==> src/rtl/write_engine_pkg.sv <==
// rtl/write_engine_pkg.sv - shared FSM encodings and flow-control constants for write_engine
package write_engine_pkg;

   typedef enum logic [1:0] {
      ST_IDLE = 2'd0,
      ST_RUN  = 2'd1,
      ST_DONE = 2'd2
   } state_t;

   // avail_out is raised only while at least this many slots are free
   localparam int AVAIL_THRESHOLD = 2;

endpackage

==> src/rtl/write_engine_if.sv <==
// rtl/write_engine_if.sv - upstream word stream and memory write port of write_engine
interface write_engine_if #(
   parameter int GROUP_SIZE      = 4,
   parameter int DATA_WIDTH      = 8,
   parameter int OUT_DATA_WIDTH  = 4,
   parameter int LOG_MAX_ADDRESS = 16
);
   logic [GROUP_SIZE*DATA_WIDTH-1:0]     data_in;
   logic                                 valid_in;
   logic                                 avail_out;
   logic [GROUP_SIZE*OUT_DATA_WIDTH-1:0] data_out;
   logic [LOG_MAX_ADDRESS-1:0]           address_out;
   logic                                 valid_out;
   logic                                 avail_in;

   // engine side
   modport slave (
      input  data_in, valid_in, avail_in,
      output avail_out, data_out, address_out, valid_out
   );

   // producer / memory-model side
   modport master (
      output data_in, valid_in, avail_in,
      input  avail_out, data_out, address_out, valid_out
   );
endinterface

==> src/rtl/write_engine_fifo.sv <==
// rtl/write_engine_fifo.sv - input word buffer with occupancy count
module write_engine_fifo #(
   parameter int NUM_SLOTS     = 8,
   parameter int LOG_NUM_SLOTS = 3,
   parameter int DATA_WIDTH    = 32
) (
   input  logic                   clk,
   input  logic                   rst,
   input  logic                   wr_en,
   input  logic [DATA_WIDTH-1:0]  wr_data,
   input  logic                   rd_en,
   output logic [DATA_WIDTH-1:0]  rd_data,
   output logic                   empty,
   output logic [LOG_NUM_SLOTS:0] count
);
   localparam logic [LOG_NUM_SLOTS-1:0] LAST_SLOT = LOG_NUM_SLOTS'(NUM_SLOTS - 1);
   localparam logic [LOG_NUM_SLOTS:0]   FULL_CNT  = (LOG_NUM_SLOTS+1)'(NUM_SLOTS);

   logic [DATA_WIDTH-1:0]    mem [NUM_SLOTS];
   logic [LOG_NUM_SLOTS-1:0] wr_ptr;
   logic [LOG_NUM_SLOTS-1:0] rd_ptr;
   logic                     full;
   logic                     push;
   logic                     pop;

   assign empty   = (count == '0);
   assign full    = (count == FULL_CNT);
   assign pop     = rd_en && !empty;
   // a push into a full buffer is only safe when a slot is freed in the same cycle
   assign push    = wr_en && (!full || pop);
   assign rd_data = mem[rd_ptr];

   // pointer and occupancy bookkeeping
   always_ff @(posedge clk) begin
      if (rst) begin
         wr_ptr <= '0;
         rd_ptr <= '0;
         count  <= '0;
      end else begin
         if (push) wr_ptr <= (wr_ptr == LAST_SLOT) ? '0 : wr_ptr + LOG_NUM_SLOTS'(1);
         if (pop)  rd_ptr <= (rd_ptr == LAST_SLOT) ? '0 : rd_ptr + LOG_NUM_SLOTS'(1);
         case ({push, pop})
            2'b10:   count <= count + (LOG_NUM_SLOTS+1)'(1);
            2'b01:   count <= count - (LOG_NUM_SLOTS+1)'(1);
            default: count <= count;
         endcase
      end
   end

   // storage array, contents are don't-care until written
   always_ff @(posedge clk) begin
      if (push) mem[wr_ptr] <= wr_data;
   end
endmodule

==> src/rtl/write_engine.sv <==
// rtl/write_engine.sv - strided clipping write engine; WRITE_ENGINE_SAT_COUNT_EN adds sat_count
module write_engine
   import write_engine_pkg::*;
#(
   parameter int GROUP_SIZE      = 4,
   parameter int DATA_WIDTH      = 8,
   parameter int OUT_DATA_WIDTH  = 4,
   parameter int LOG_MAX_ADDRESS = 16,
   parameter int FIFO_DEPTH      = 8,
   parameter int LOG_FIFO_DEPTH  = 3
) (
   input  logic                       clk,
   input  logic                       rst,
   input  logic                       configure,
   input  logic [LOG_MAX_ADDRESS-1:0] base_address,
   input  logic [LOG_MAX_ADDRESS-1:0] stride,
   input  logic [LOG_MAX_ADDRESS-1:0] num_writes,
   input  logic [OUT_DATA_WIDTH-1:0]  min_clip,
   input  logic [OUT_DATA_WIDTH-1:0]  max_clip,
   input  logic                       signed_mode,
   write_engine_if.slave              bus,
   output logic                       busy,
   output logic                       done
`ifdef WRITE_ENGINE_SAT_COUNT_EN
   ,
   output logic [LOG_MAX_ADDRESS-1:0] sat_count
`endif
);
   localparam int                      WORD_W   = GROUP_SIZE * DATA_WIDTH;
   localparam logic [LOG_FIFO_DEPTH:0] DEPTH_C  = (LOG_FIFO_DEPTH+1)'(FIFO_DEPTH);
   localparam logic [LOG_FIFO_DEPTH:0] THRESH_C = (LOG_FIFO_DEPTH+1)'(AVAIL_THRESHOLD);

   state_t                              state;
   state_t                              state_next;
   logic                                pop;
   logic                                accept_cfg;
   logic [LOG_MAX_ADDRESS-1:0]          cur_addr;
   logic [LOG_MAX_ADDRESS-1:0]          remaining;
   logic [LOG_MAX_ADDRESS-1:0]          cfg_stride;
   logic [OUT_DATA_WIDTH-1:0]           cfg_min;
   logic [OUT_DATA_WIDTH-1:0]           cfg_max;
   logic                                cfg_signed;
   logic [WORD_W-1:0]                   fifo_rd_data;
   logic                                fifo_empty;
   logic [LOG_FIFO_DEPTH:0]             fifo_count;
   logic [GROUP_SIZE*OUT_DATA_WIDTH-1:0] clip_word;
`ifdef WRITE_ENGINE_SAT_COUNT_EN
   logic [GROUP_SIZE-1:0]               clip_flags;
   logic [LOG_MAX_ADDRESS:0]            sat_sum;
`endif

   write_engine_fifo #(
      .NUM_SLOTS     (FIFO_DEPTH),
      .LOG_NUM_SLOTS (LOG_FIFO_DEPTH),
      .DATA_WIDTH    (WORD_W)
   ) u_fifo (
      .clk     (clk),
      .rst     (rst),
      .wr_en   (bus.valid_in),
      .wr_data (bus.data_in),
      .rd_en   (pop),
      .rd_data (fifo_rd_data),
      .empty   (fifo_empty),
      .count   (fifo_count)
   );

   assign bus.avail_out = (DEPTH_C - fifo_count) >= THRESH_C;
   assign accept_cfg    = (state == ST_IDLE) && configure;
   assign busy          = (state != ST_IDLE);
   assign done          = (state == ST_DONE);

   // per-element clip against bounds widened to element width plus a sign guard bit
   for (genvar g = 0; g < GROUP_SIZE; g++) begin : g_clip
      logic [DATA_WIDTH-1:0]      elem;
      logic signed [DATA_WIDTH:0] x;
      logic signed [DATA_WIDTH:0] lo;
      logic signed [DATA_WIDTH:0] hi;
      logic [OUT_DATA_WIDTH-1:0]  y;

      assign elem = fifo_rd_data[g*DATA_WIDTH +: DATA_WIDTH];
      assign x    = {cfg_signed & elem[DATA_WIDTH-1], elem};
      assign lo   = {{(DATA_WIDTH+1-OUT_DATA_WIDTH){cfg_signed & cfg_min[OUT_DATA_WIDTH-1]}}, cfg_min};
      assign hi   = {{(DATA_WIDTH+1-OUT_DATA_WIDTH){cfg_signed & cfg_max[OUT_DATA_WIDTH-1]}}, cfg_max};

      // pick bound or truncated element
      always_comb begin
         if (x < lo)      y = cfg_min;
         else if (x > hi) y = cfg_max;
         else             y = elem[OUT_DATA_WIDTH-1:0];
      end

      assign clip_word[g*OUT_DATA_WIDTH +: OUT_DATA_WIDTH] = y;
`ifdef WRITE_ENGINE_SAT_COUNT_EN
      assign clip_flags[g] = (x < lo) || (x > hi);
`endif
   end

   // state register
   always_ff @(posedge clk) begin
      if (rst) state <= ST_IDLE;
      else     state <= state_next;
   end

   // next state and pop decision; RUN leaves once the last write has been issued
   always_comb begin
      state_next = state;
      pop        = 1'b0;
      case (state)
         ST_IDLE: begin
            if (configure) state_next = (num_writes != '0) ? ST_RUN : ST_DONE;
         end
         ST_RUN: begin
            if (remaining == '0) state_next = ST_DONE;
            else                 pop = !fifo_empty && bus.avail_in;
         end
         ST_DONE: state_next = ST_IDLE;
         default: state_next = ST_IDLE;
      endcase
   end

   // config latch, address generation and registered memory write port
   always_ff @(posedge clk) begin
      if (rst) begin
         cur_addr        <= '0;
         remaining       <= '0;
         cfg_stride      <= '0;
         cfg_min         <= '0;
         cfg_max         <= '0;
         cfg_signed      <= 1'b0;
         bus.valid_out   <= 1'b0;
         bus.data_out    <= '0;
         bus.address_out <= '0;
      end else begin
         if (accept_cfg) begin
            cur_addr   <= base_address;
            remaining  <= num_writes;
            cfg_stride <= stride;
            cfg_min    <= min_clip;
            cfg_max    <= max_clip;
            cfg_signed <= signed_mode;
         end
         bus.valid_out <= pop;
         if (pop) begin
            bus.data_out    <= clip_word;
            bus.address_out <= cur_addr;
            cur_addr        <= cur_addr + cfg_stride;
            remaining       <= remaining - LOG_MAX_ADDRESS'(1);
         end
      end
   end

`ifdef WRITE_ENGINE_SAT_COUNT_EN
   // running total of clipped elements including the word being popped
   always_comb begin
      sat_sum = {1'b0, sat_count};
      for (int i = 0; i < GROUP_SIZE; i++) sat_sum = sat_sum + (LOG_MAX_ADDRESS+1)'(clip_flags[i]);
   end

   // saturating clip counter, restarted by each accepted job
   always_ff @(posedge clk) begin
      if (rst || accept_cfg) sat_count <= '0;
      else if (pop)          sat_count <= sat_sum[LOG_MAX_ADDRESS] ? '1 : sat_sum[LOG_MAX_ADDRESS-1:0];
   end
`endif
endmodule

==> src/flat_wrapper.sv <==
// flat-port wrapper written by rule: the top's interface ports become plain ports
module write_engine_flat import write_engine_pkg::*;
#(
   parameter int GROUP_SIZE      = 4,
   parameter int DATA_WIDTH      = 8,
   parameter int OUT_DATA_WIDTH  = 4,
   parameter int LOG_MAX_ADDRESS = 16,
   parameter int FIFO_DEPTH      = 8,
   parameter int LOG_FIFO_DEPTH  = 3
)
  (clk, rst, configure, base_address, stride, num_writes, min_clip, max_clip, signed_mode, busy, done, bus_data_in, bus_valid_in, bus_avail_in, bus_avail_out, bus_data_out, bus_address_out, bus_valid_out);
  write_engine_if #(.GROUP_SIZE(GROUP_SIZE), .DATA_WIDTH(DATA_WIDTH), .OUT_DATA_WIDTH(OUT_DATA_WIDTH), .LOG_MAX_ADDRESS(LOG_MAX_ADDRESS)) bus_i ();
  input  logic clk;
  input  logic rst;
  input  logic configure;
  input  logic [LOG_MAX_ADDRESS-1:0] base_address;
  input  logic [LOG_MAX_ADDRESS-1:0] stride;
  input  logic [LOG_MAX_ADDRESS-1:0] num_writes;
  input  logic [OUT_DATA_WIDTH-1:0] min_clip;
  input  logic [OUT_DATA_WIDTH-1:0] max_clip;
  input  logic signed_mode;
  output logic busy;
  output logic done;
  input wire logic [$bits(bus_i.data_in)-1:0] bus_data_in;
  input wire logic [$bits(bus_i.valid_in)-1:0] bus_valid_in;
  input wire logic [$bits(bus_i.avail_in)-1:0] bus_avail_in;
  output wire logic [$bits(bus_i.avail_out)-1:0] bus_avail_out;
  output wire logic [$bits(bus_i.data_out)-1:0] bus_data_out;
  output wire logic [$bits(bus_i.address_out)-1:0] bus_address_out;
  output wire logic [$bits(bus_i.valid_out)-1:0] bus_valid_out;
  assign bus_i.data_in = bus_data_in;
  assign bus_i.valid_in = bus_valid_in;
  assign bus_i.avail_in = bus_avail_in;
  assign bus_avail_out = bus_i.avail_out;
  assign bus_data_out = bus_i.data_out;
  assign bus_address_out = bus_i.address_out;
  assign bus_valid_out = bus_i.valid_out;
  write_engine #(.GROUP_SIZE(GROUP_SIZE), .DATA_WIDTH(DATA_WIDTH), .OUT_DATA_WIDTH(OUT_DATA_WIDTH), .LOG_MAX_ADDRESS(LOG_MAX_ADDRESS), .FIFO_DEPTH(FIFO_DEPTH), .LOG_FIFO_DEPTH(LOG_FIFO_DEPTH)) u_core (.clk(clk), .rst(rst), .configure(configure), .base_address(base_address), .stride(stride), .num_writes(num_writes), .min_clip(min_clip), .max_clip(max_clip), .signed_mode(signed_mode), .bus(bus_i), .busy(busy), .done(done));
endmodule
==> config.mk <==
export PLATFORM = sky130hd
export DESIGN_NAME = write_engine_flat
export DESIGN_NICKNAME = d
export VERILOG_FILES = /design/src/rtl/write_engine_pkg.sv /design/src/rtl/write_engine_if.sv /design/src/rtl/write_engine_fifo.sv /design/src/rtl/write_engine.sv /design/src/flat_wrapper.sv
export SDC_FILE = /design/constraint.sdc
export NUM_CORES = 1
export LEC_CHECK = 0
export BUFFER_PORTS_ARGS = -buffer_cell sky130_fd_sc_hd__buf_4
export CORE_MARGIN = 2
export CORE_UTILIZATION = 35
export DETAILED_ROUTE_END_ITERATION = 7
export GPL_TIMING_DRIVEN = 1
export SLEW_MARGIN = 20
export SYNTH_ARGS = -nofsm -noshare
export SYNTH_HDL_FRONTEND = slang
export SYNTH_SLANG_ARGS = --single-unit
export TNS_END_PERCENT = 100
==> constraint.sdc <==
create_clock -name clk -period 12.5 [get_ports clk]
set_clock_uncertainty 0.05 [all_clocks]
set_input_delay 1.875 -clock clk [delete_from_list [all_inputs] [get_ports clk]]
set_output_delay 1.875 -clock clk [all_outputs]
set_load 0.05 [all_outputs]
==> results.rst <==
.. list-table::
   :header-rows: 1

   * - Metric
     - Value
   * - HPWL Detailed
     - 25800 µm
   * - Compound-gate portion of the synthesized area
     - under 10%
   * - Sort of element at the end of the critical path
     - register
   * - Number of max-cap violations
     - 0
   * - Maximum buffer depth of the clock tree
     - 3
   * - Effective utilization at floorplan
     - 35.5%
   * - Synthesized net count
     - 1414
   * - # hold bufs at CTS
     - 0
   * - Number of violations reported at the end of detailed-routing iteration 0
     - 830
   * - Run status
     - completed
   * - Placement Setup Slack
     - 7.68 ns
   * - Share of synthesized area spent on multiplexers
     - between 10% and 20%
   * - Total standard cell area after synthesis
     - 0.0165 mm²
   * - Fill cell count
     - 4247
   * - Worst slew margin
     - 32.4%
   * - Antenna violations before repair
     - 0
   * - Clock sink total
     - roughly 360
   * - Async SR Flop Fraction
     - 0%
   * - Die extent in y
     - 221 µm
   * - GRT Residual Overflow
     - 0
   * - Worst setup slack for register-to-register paths
     - 7.69 ns
   * - Final Critical Period
     - 4.81 ns
   * - Setup Fix Bufs, Post-CTS
     - 0
   * - Largest net degree at the start of global routing
     - 86
   * - Worst hold path type
     - register to register
   * - Post-CTS Resized
     - 0
   * - Simple-gate area share of the yosys netlist
     - 8.60%
   * - Remaining antenna violation count after routing
     - 0
   * - Share of the clock period used by the worst path after layout
     - 38.5%
   * - Count of warnings emitted by yosys
     - 0
   * - Final setup slack of the worst path
     - 7.69 ns
   * - Final Slew Violations
     - 0
   * - Type of the setup path with the least slack
     - register to register
   * - Die outline area
     - 0.0490 mm²
   * - Worst Setup EP
     - u_core.bus.data_out[6]
   * - Source-to-sink clock delay at the later pin of the worst-skew pair
     - 0.54 ns
   * - Final total negative setup slack
     - 0 ns
   * - Number of global-route vias before repair
     - 10500
   * - Adder-cell share of the synthesized area
     - under 10%
   * - H-tree levels
     - 2
   * - Sequential area share after synthesis
     - 59.3%
   * - Measured slew at the worst slew-check pin
     - 1.01 ns
   * - Global-route total usage across every layer
     - 16.0%
   * - TritonCTS clock tree
     - done
   * - Power density cells
     - 149 mW/mm²
   * - Global-route wire length before repair
     - 61400 µm
   * - Final setup viols
     - 0
   * - Worst R2R Path Depth
     - 12
   * - Number of hold-slack violations in the final timing report
     - 0
   * - Endpoint of the most critical register-to-register path
     - u_core.bus.data_out[6]
   * - Overall via count from detail_route
     - roughly 11000
   * - Commonest register cell after synthesis
     - edfxtp_1
   * - CTS root buffer
     - clkbuf_16
   * - Total I/O pin count
     - 130
   * - Cells after synthesis
     - between 1000 and 1500
   * - Total Routed Length
     - roughly 40000 µm
   * - Final nets
     - around 1500
   * - Max FO, Critical Path
     - 43
   * - Setup repair after global routing missed its margin
     - false
   * - Via-to-Cell Ratio
     - between 5 and 6
   * - Fraction of layout cells with a size suffix above 1
     - 23.0%
   * - Count of buffers from port buffering
     - 129
   * - Arrival time of the worst setup path
     - 5.16 ns
   * - Mean post-synth cell area
     - between 10 and 15 µm²
   * - Number of enable flip-flop cells after synthesis
     - between 200 and 300
   * - Worst endpoint required time
     - ~13 ns
   * - Number of register bits inferred by synthesis
     - 361
   * - Library cells used by synthesis
     - 68
   * - Type of origin of the critical path
     - register
   * - Number of clock buffers inserted by TritonCTS
     - 38
   * - Initial DRT Pass Iterations
     - 5
   * - Number of diodes added for antenna fixing
     - 0
   * - Core area
     - 0.0466 mm²
   * - Static leakage
     - 0.00696 µW
   * - Cell row count
     - 79
   * - Wire length per cell after detailed routing
     - 20.3 µm
   * - Maximum ir drop on the vdd rail
     - 0.138 mV
   * - Xor and xnor area share after synthesis
     - 0.848%
   * - Area added between synthesis and finish
     - 17.8%
   * - Highest clock rate
     - just over 200 MHz
   * - Combinational family with the most area after synthesis
     - multiplexers
   * - Routability-driven placement congestion ratio
     - around 0.84
   * - # DRC
     - 0
   * - Clock-pin slew of the registers on the worst-case setup and hold paths
     - 0.06 ns
   * - Overall die width
     - 221 µm
==> flip-flops by register name, summed over array words and instances (netlist names), 2 cells and up, named ones only <==
name	count
u_core.cfg_stride	16
u_core.bus.data_out	16
u_core.bus.address_out	16
u_core.state	2
u_core.u_fifo.mem	256
u_core.cfg_min	4
u_core.u_fifo.rd_ptr	3
u_core.u_fifo.count	4
u_core.cur_addr	16
u_core.remaining	16
u_core.cfg_max	4
u_core.u_fifo.wr_ptr	3
==> Yosys cell counts (7+ instances only) <==
| cell | number | area [µm²] |
|---|---|---|
| nor3_1 | 21 | 105 |
| nand2_1 | 141 | 529 |
| clkbuf_1 | 26 | 97.6 |
| edfxtp_1 | 256 | 7690 |
| a31oi_1 | 13 | 81.3 |
| a221oi_1 | 7 | 61.3 |
| nor2b_1 | 11 | 68.8 |
| o21ai_0 | 27 | 135 |
| mux4_1 | 8 | 210 |
| a21o_1 | 12 | 90.1 |
| ha_1 | 92 | 1150 |
| nor4_1 | 9 | 56.3 |
| a32oi_1 | 12 | 105 |
| nand3_1 | 16 | 80.1 |
| mux2_2 | 33 | 372 |
| buf_2 | 22 | 110 |
| a21oi_1 | 110 | 551 |
| mux2i_1 | 13 | 130 |
| dfxtp_1 | 105 | 2100 |
| mux4_2 | 56 | 1260 |
| inv_1 | 34 | 128 |
| xnor2_1 | 11 | 96.3 |
| nor2_1 | 51 | 191 |
| a211oi_1 | 13 | 97.6 |
| nand4_1 | 12 | 75.1 |
==> worst max-delay path, stage by stage, from the launching register on <==
cell      delay (ns)
dfxtp_2         0.76
buf_4           0.68
mux4_2          0.40
mux2_2          0.33
and2_1          0.19
ha_1            0.46
nand2_1         0.13
nor4_1          0.33
a211oi_2        0.15
a32oi_1         0.45
mux2_2          0.39
a211oi_1        0.25
a211oi_1        0.07
==> through the flow <==
step	std cells	power [µW]	utilization, %	area, µm²	hold slack, ns
final	1988	2900	41.8	19500	0.406
after global routing	1988	3020	41.8	19500	0.417
after CTS	1988	2930	41.8	19500	0.406
after detailed placement	1919	1760	39.0	18200	0.398
after global placement	1919	1750	39.0	18200	0.396
after floorplan	1226	1630	-	16500	0.379
==> layout by cell type (no fill, tap or decap), types with 16 or more instances in the layout <==
cell type / count
edfxtp_1: 256
buf_4: 142
nand2_1: 141
a21oi_1: 110
dfxtp_1: 102
ha_1: 92
mux4_2: 56
nor2_1: 49
clkbuf_16: 39
inv_1: 34
mux2_2: 33
o21ai_0: 27
nor3_1: 18
nand3_1: 16
==> report_power, final <==
part / switching, µW / total, µW / internal (µW)
Clock: 468 / 1170 / 703
Sequential: 31.7 / 1350 / 1320
Combinational: 224 / 376 / 152
Total: 724 / 2900 / 2180
==> worst min-delay path by stage <==
| stage | from | end | slack [ns] | cells past startpoint |
|---|---|---|---|---|
| after CTS | u_core.bus.address_out[15] | u_core.bus.address_out[15] | 0.41 | 2 |
| after global placement | u_core.bus.address_out[7] | u_core.bus.address_out[7] | 0.40 | 2 |
| after floorplan | u_core.state[1] | u_core.state[1] | 0.38 | 1 |
| final | u_core.bus.address_out[15] | u_core.bus.address_out[15] | 0.41 | 2 |
| after detailed placement | u_core.bus.address_out[15] | u_core.bus.address_out[15] | 0.40 | 2 |
| after global routing | u_core.bus.address_out[6] | u_core.bus.address_out[6] | 0.42 | 2 |
==> kinds of logic after synthesis <==
group | count (synthesis)
xor gates and xnor gates | 16
DFF | 361
adders and majority gates | 94
buffers and inverters | 91
muxes | 113
AOI/OAI and AO/OA | 247
and+or+nand+nor | 304
==> per-layer routing <==
metal  up-vias  track usage [%]  wire length [µm]
met2       300             26.6             19200
met3        48             2.70              2240
met4         0             3.23               565
li1       5004                -                 -
met5         -                0                 0
met1      5201             22.2             18400
==> cell type report <==
class	count	area [µm²]	share of cell area [%]
clock buffers	52	1060	5.47
flip-flops and latches	361	9800	50.3
inverters	35	131	0.675
well taps	607	759	3.90
clock inverters	17	234	1.20
repair buffers	142	1070	5.48
multi-input cells	774	6410	32.9
(Power assumes the default switching activity.)
